`src/rtl/mul_issue_arbiter.sv`:
```
// Round-robin issue arbiter in front of a shared pipelined multiplier; a tag pipeline
// carries requester ids alongside the product. Define MUL_ARB_STATS_EN for per-requester issue counters.
module mul_issue_arbiter #(
  parameter int NUM_REQ = 2,
  parameter int WIDTH   = 32,
  parameter int LATENCY = 4,
  localparam int ID_W   = (NUM_REQ > 2) ? 2 : 1
) (
  input  logic                     clk,
  input  logic                     rst_n,
  input  logic [NUM_REQ-1:0]       req_valid,
  output logic [NUM_REQ-1:0]       req_ready,
  input  logic [NUM_REQ*WIDTH-1:0] req_a,
  input  logic [NUM_REQ*WIDTH-1:0] req_b,
  input  logic                     issue_stall,
  output logic [WIDTH-1:0]         mul_a,
  output logic [WIDTH-1:0]         mul_b,
  input  logic [2*WIDTH-1:0]       mul_s,
  output logic                     rsp_valid,
  output logic [ID_W-1:0]          rsp_id,
  output logic [2*WIDTH-1:0]       rsp_data,
  output logic                     busy
`ifdef MUL_ARB_STATS_EN
  ,
  input  logic                     stats_clr,
  output logic [NUM_REQ*16-1:0]    issue_cnt
`endif
);

  // Handshake: requester i transfers operands in any cycle where req_valid[i] & req_ready[i];
  // req_ready is one-hot or zero and never depends on the requester accepting anything back.
  logic [ID_W-1:0] ptr;
  logic [ID_W-1:0] gnt_id;
  logic            gnt_any;
  logic            hs;

  // Two passes: lowest valid index below ptr, then overridden by lowest valid index at/above ptr.
  always_comb begin
    gnt_id  = '0;
    gnt_any = 1'b0;
    for (int i = NUM_REQ - 1; i >= 0; i--) begin
      if (req_valid[i] && (i < int'(ptr))) begin
        gnt_id  = ID_W'(i);
        gnt_any = 1'b1;
      end
    end
    for (int i = NUM_REQ - 1; i >= 0; i--) begin
      if (req_valid[i] && (i >= int'(ptr))) begin
        gnt_id  = ID_W'(i);
        gnt_any = 1'b1;
      end
    end
  end

  assign hs = gnt_any & ~issue_stall;

  always_comb begin
    req_ready = '0;
    if (hs) req_ready[gnt_id] = 1'b1;
  end

  always_ff @(posedge clk or negedge rst_n) begin
    if (!rst_n) begin
      ptr   <= '0;
      mul_a <= '0;
      mul_b <= '0;
    end else if (hs) begin
      ptr   <= (gnt_id == ID_W'(NUM_REQ - 1)) ? '0 : gnt_id + 1'b1;
      mul_a <= req_a[gnt_id*WIDTH +: WIDTH];
      mul_b <= req_b[gnt_id*WIDTH +: WIDTH];
    end
  end

  // Stage LATENCY-1 lines up with the cycle in which mul_s holds this issue's product.
  logic [LATENCY-1:0] tag_v;
  logic [ID_W-1:0]    tag_id [LATENCY];

  always_ff @(posedge clk or negedge rst_n) begin
    if (!rst_n) begin
      tag_v <= '0;
      for (int k = 0; k < LATENCY; k++) tag_id[k] <= '0;
    end else begin
      tag_v[0]  <= hs;
      tag_id[0] <= gnt_id;
      for (int k = 1; k < LATENCY; k++) begin
        tag_v[k]  <= tag_v[k-1];
        tag_id[k] <= tag_id[k-1];
      end
    end
  end

  always_ff @(posedge clk or negedge rst_n) begin
    if (!rst_n) begin
      rsp_valid <= 1'b0;
      rsp_id    <= '0;
      rsp_data  <= '0;
    end else begin
      rsp_valid <= tag_v[LATENCY-1];
      rsp_id    <= tag_id[LATENCY-1];
      if (tag_v[LATENCY-1]) rsp_data <= mul_s;
    end
  end

  assign busy = (|tag_v) | rsp_valid;

`ifdef MUL_ARB_STATS_EN
  logic [15:0] cnt [NUM_REQ];

  always_ff @(posedge clk or negedge rst_n) begin
    if (!rst_n) begin
      for (int i = 0; i < NUM_REQ; i++) cnt[i] <= '0;
    end else begin
      for (int i = 0; i < NUM_REQ; i++) begin
        if (stats_clr) cnt[i] <= '0;
        else if (hs && (gnt_id == ID_W'(i)) && (cnt[i] != 16'hFFFF)) cnt[i] <= cnt[i] + 16'd1;
      end
    end
  end

  always_comb begin
    issue_cnt = '0;
    for (int i = 0; i < NUM_REQ; i++) issue_cnt[i*16 +: 16] = cnt[i];
  end
`endif

endmodule

```
`config.mk`:
```
export PLATFORM = sky130hd
export DESIGN_NAME = mul_issue_arbiter
export DESIGN_NICKNAME = d
export VERILOG_FILES = /design/src/rtl/mul_issue_arbiter.sv
export SDC_FILE = /design/constraint.sdc
export NUM_CORES = 1
export LEC_CHECK = 0
export ABC_CLOCK_PERIOD_IN_PS = 1640
export BUFFER_PORTS_ARGS = -buffer_cell sky130_fd_sc_hd__clkbuf_2
export CAP_MARGIN = 30
export CORE_AREA = 2 2 127 129
export DETAILED_ROUTE_END_ITERATION = 10
export DIE_AREA = 0 0 129 131
export GPL_TIMING_DRIVEN = 0
export PLACE_DENSITY = 0.68
export SLEW_MARGIN = 20
export SYNTH_ARGS = -nofsm -noshare
export SYNTH_HDL_FRONTEND = slang
export SYNTH_SLANG_ARGS = --single-unit
```
`constraint.sdc`:
```
create_clock -name clk -period 1.64 [get_ports clk]
set_input_delay 0.328 -clock clk [delete_from_list [all_inputs] [get_ports clk]]
set_output_delay 0.328 -clock clk [all_outputs]
set_load 0.02 [all_outputs]
```
### Word-level counts from Yosys, hierarchy flattened

Index checks and enable logic that the tools add are counted.

| operators by class | value |
|---|---|
| add/sub/neg operators | 1 |
| $lt $le $gt $ge | 4 |
| shift-type cells | 2 |
| multiplexer cells | 9 |
| bitwise operators | 3 |
| reduce and logical (&&, ||, !) cells | 4 |

Operator list:

| cell | count |
|---|---|
| indexed part select 64 x 7 -> 32 bit | 2 |
| 2-to-1 mux 1 bit | 7 |
| OR reduction 4 bit | 1 |
| logical AND 1 bit | 3 |
| less-than comparator 1 x 2 -> 1 bit (second input constant) | 1 |
| 2-to-1 mux 2 bit | 1 |
| adder 1 bit (second input constant) | 1 |
| AND 1 bit | 1 |
| demux 1 bit (select 1 bit) | 1 |
| greater-or-equal comparator 1 bit (first input constant) | 1 |
| greater-or-equal comparator 1 bit (second input constant) | 1 |
| less-than comparator 1 bit (first input constant) | 1 |
| NOT 1 bit | 1 |
| OR 1 bit | 1 |

| storage, ports and cells | value |
|---|---|
| flip-flop bits (word level) | 139 |
| input bits | 197 |
| output and inout bits | 133 |
| word-level logic and storage cells | 34 |

### Logic depth before layout (Yosys ltp)

| depth | value |
|---|---|
| word-level depth | 8 |
| gate-level depth with buffers | 5 |
| gate-level depth less buffers | 3 |

### Least setup slack after synthesis

No wires, ideal clock.

| timing path | value |
|---|---|
| kind | register -> output |
| start point | register tag_v[3] |
| end point | output port busy |
| data arrival time | 992 ps |
| data required time | 1312 ps |
| path slack | 320 ps |
| cell stages (with the launch flop) | 5 |
| path buffers | 2 |
| path through | dfrtp_1 -> buf_2 -> buf_2 -> nor3_1 -> nand2_1 |

| between the ends | value |
|---|---|
| cells in the longest elaborated chain, start to end | 2 |

RTL lines:

| item | RTL line | RTL |
|---|---|---|
| start: declaration | 75 | `logic [LATENCY-1:0] tag_v;` |
| start signal: indexed assignment | 86 | `tag_v[k] <= tag_v[k-1];` |
| OR reduction 4 bit | 104 | `assign busy = (\|tag_v) \| rsp_valid;` |
| OR 1 bit | 104 |  |
| end: declaration | 22 | `output logic busy` |

No other way between the ends.

### Worst setup path after layout

| timing path | value |
|---|---|
| start point | register ptr |
| end point | output port req_ready[1] |

| between the ends | value |
|---|---|
| cells in the longest elaborated chain, start to end | 8 |
| elaborated cells on any way between the ends | 15 |
| those cells by class | order compare: 4; mux: 7; bitwise: 1; reduce/logical: 3 |

RTL lines:

| item | RTL line | RTL |
|---|---|---|
| start: declaration | 32 | `logic [ID_W-1:0] ptr;` |
| start signal: assignment | 68 | `ptr <= (gnt_id == ID_W'(NUM_REQ - 1)) ? '0 : gnt_id + 1'b1;` |
| greater-or-equal comparator 1 bit | 48 | `if (req_valid[i] && (i >= int'(ptr))) begin` |
| logical AND 1 bit | 48 |  |
| 2-to-1 mux 1 bit | 48 |  |
| less-than comparator 1 x 2 -> 1 bit (not written as such) or greater-or-equal comparator 1 bit (tied branches) | 59 | `if (hs) req_ready[gnt_id] = 1'b1;` |
| logical AND 1 bit (not written as such) | 59 |  |
| 2-to-1 mux 1 bit (not written as such) | 59 |  |
| demux 1 bit (select 1 bit) | 59 |  |
| 2-to-1 mux 2 bit (*) | 59 |  |
| end: declaration | 12 | `output logic [NUM_REQ-1:0] req_ready,` |

Every way passes the cells marked *; elsewhere a longest branch is shown, timed or not.

==> impl_metrics.csv <==
group,metric,value,unit
hold_path,hold_start,"req_b[57]",
detailed_routing,vias,4603,
power,swShare,0.2867,
timing,setup_ws,-0.06035,ns
logic_synthesis,synth_common_cells,"dfrtp_1, a221o_1, mux2_2, and2_0, buf_2",
hold_path,hold_path_end,"mul_b[25]",
die,die_h,131,um
power,ir_drop,0.6413,mV
power,combPwrFrac,0.212,
clocking,path_clk_slew,0.06,ns
logic_synthesis,synth_top_area_share,0.6335,
logic_synthesis,syn_area_per_cell,14.80,sq um
logic_synthesis,yosysMostFrequentCell,"dfrtp_1",
die,coreArea,15600,sq um
final_layout,fin_cells,958,
logic_synthesis,yosys_warnings,0,
clocking,cts_root_buffer,"clkbuf_16",
clocking,cts.sinks,139,
logic_synthesis,synth-xor-area-share,0,
logic_synthesis,synth_top_family_by_area,"multiplexers",
logic_synthesis,synth_mux_area_frac,0.1313,
final_layout,multi_input_area,1838,sq um
die,pin_count,330,
final_layout,regArea,3480,sq um
outcome,status,"complete, but fails checks",
final_layout,nNetsFinal,926,
detailed_routing,viasPerCell,4.805,
logic_synthesis,synth_area_leaders,"dfrtp_1, mux2_2, a221o_1",
clocking,clock_path_buffers,2,
clocking,clk_latency,0.41,ns
timing,finClkSkew,0.006009,ns
logic_synthesis,syn-num-nets,568,
power,seqPwrFrac,0.388,
logic_synthesis,synth_edf_count,0,
placement,dp_cells,917,
hold_path,hold_path_class,"in2reg",
timing,holdWs,0.1442,ns
die,die_x,129,um
clocking,htreeDepth,4,
timing,period_minus_slack,1.700,ns
logic_synthesis,synth-adder-area-share,0,
grt,first_global_vias,4702,
setup_path,cp-end-kind,"output port",
final_layout,area_growth,51.16,%
power,p_clk_frac,0.400,
setup_path,path_class,"reg2out",
logic_synthesis,yosys_most_used_dff,"dfrtp_1",
power,power.internal,0.007641,W
timing,slew_headroom,0.6984,
timing,setup_viol,2,
power,p_leak,4.218,nW
grt,grt_max_degree,87,
clocking,cts_buffers,17,
timing,hold_viol,0,
final_layout,fillers,1362,
logic_synthesis,synth-seq-cells,139,
logic_synthesis,yosys.area_share.simple,0.07521,
die,dieArea,16900,sq um
logic_synthesis,synth_cell_types,17,
logic_synthesis,synth_area,5490,sq um
clocking,cts_tree,"done",
flow_run,drv_cap,0,
setup_path,r2r_slack,0.05,ns
grt,track_usage,0.1937,
setup_path,worstReg2RegEnd,"mul_a[6]",
timing,worst_slew_pin_slew,0.4525,ns
detailed_routing,drc,0,
final_layout,drive_above_1_share,0.6240,
detailed_routing,routed_wirelength,16780,um
logic_synthesis,synth-compound-area-share,0.1249,
placement,port_buffers,329,
placement,gp_congestion,0.8100,
timing,period_share,1.037,
setup_path,required,1.31,ns
detailed_routing,first_iter_violations,173,
setup_path,rr_startpoint,"ptr",
timing,fmax,588.1,MHz
setup_path,worst-path-max-fanout,3,
die,rows,46,
timing,slew_violations,0,
logic_synthesis,synth.largest_area_cell,"dfrtp_1",
logic_synthesis,synthesis.instances,371,
grt,grt_overflow_total,0,
final_layout,n_antenna_cell,0,
power,powerDensity,1291,nW/um^2
hold_path,min_path_cells,2,
die,start_util,0.3520,
logic_synthesis,async_flop_share,1.000,
power,p_sw,0.003071,W
detailed_routing,drtAntennaViolNets,0,
placement,dp_hpwl,12850,um
logic_synthesis,ys_seq_area_frac,0.6335,
detailed_routing,drtPass1Iterations,4,
grt,grt_pass1_wl,24560,um
grt,antenna_found_initial,0,
setup_path,rr_worst_depth,5,
detailed_routing,avgRoutedWirePerCell,17.52,um
setup_path,critPathArrivalTime,1.37,ns
timing,rsz0062_at_grt,"yes",
setup_path,cp-start-kind,"flip-flop",
outcome,violations,"setup timing",
## power by group through the flow
stage	sequential, W	clock (W)	combinational [W]
after CTS	0.00416	0.00439	0.00228
after floorplan	0.00474	0	0.000672
final	0.00416	0.00428	0.00227
after global routing	0.00422	0.00455	0.00243
after global placement	0.00419	0	0.00218
after detailed placement	0.00421	0	0.00223
## sequential cells by signal, indices dropped and copies added (netlist names)
| name | cells |
|---|---|
| mul_a | 32 |
| mul_b | 32 |
| ptr | 1 |
| rsp_data | 64 |
| rsp_id | 1 |
| rsp_valid | 1 |
| tag_id | 4 |
| tag_v | 4 |
## repair_timing
action / in CTS / in global routing
hold endpoints to repair: 53 / 0
gates resized for setup: 19 / 25
hold buffers: 1 / 0
buffers inserted: 8 / 3
pin swaps: 3 / 3
setup endpoints to repair: 3 / 33
## through the flow
step | TNS [ns] | utilization | setup slack, ns | instance area [sq um] | power (W)
finish | -0.1021 | 0.5321 | -0.06035 | 8299 | 0.01071
global route | -0.2687 | 0.5321 | -0.1116 | 8299 | 0.01120
CTS | -0.2654 | 0.5285 | -0.1042 | 8243 | 0.01083
detailed placement | 0 | 0.4772 | 0.01110 | 7443 | 0.006438
global placement | -256.35 | 0.4749 | -1.857 | 7407 | 0.006369
floorplan | 0 | - | 0.3195 | 5490 | 0.005413
## how the worst max path moves through the flow
stage / end / cells after the start / slack, ns / from
2_1_floorplan: busy / 4 / 0.32 / tag_v[3]
3_3_place_gp: rsp_data[45] / 1 / -1.86 / rst_n
3_5_place_dp: mul_a[20] / 6 / 0.01 / req_valid[1]
4_1_cts: busy / 5 / -0.10 / tag_v[3]
5_1_grt: req_ready[1] / 4 / -0.11 / ptr
6_report: req_ready[1] / 4 / -0.06 / ptr
## cell type report
| cell class | instances | area share |
|---|---|---|
| plain buffers | 25 | 0.02774 |
| clock buffers | 18 | 0.05171 |
| clock inverters | 14 | 0.02804 |
| inverters | 4 | 0.001809 |
| multi-input cells | 200 | 0.2215 |
| flip-flops and latches | 139 | 0.4193 |
| well taps | 216 | 0.03256 |
| repair buffers | 342 | 0.2174 |
## placed cells by master (no fill, tap or decap), types with 5 or more instances in the layout
cell type and instances:
a221o_1 64, and2_0 54, and2_1 10, buf_2 5
buf_4 15, buf_6 11, bufinv_16 5, clkbuf_16 17
clkbuf_2 325, dfrtp_1 138, mux2_2 64
## worst max-delay path, stage by stage, from the launching register on
cell,delay (ns)
dfrtp_1,0.41
inv_2,0.07
a211oi_4,0.24
buf_6,0.15
buf_8,0.10
## layer usage
layer	routed length, um	up-vias	global-route usage	part of all wire
met5	6	-	0	0.00036
li1	-	2096	-	-
met4	390	2	0.08056	0.023
met1	6448	2229	0.2196	0.38
met3	1378	31	0.06433	0.082
met2	8557	245	0.3377	0.51
## cell families (layout without fill, tap and decap cells)
family | count (synthesis) | count (layout)
compound gates | 69 | 69
mux | 64 | 64
flops | 139 | 139
buf+inv | 32 | 403
simple gates | 67 | 67
No activity file was read; power rests on OpenSTA's default activity.
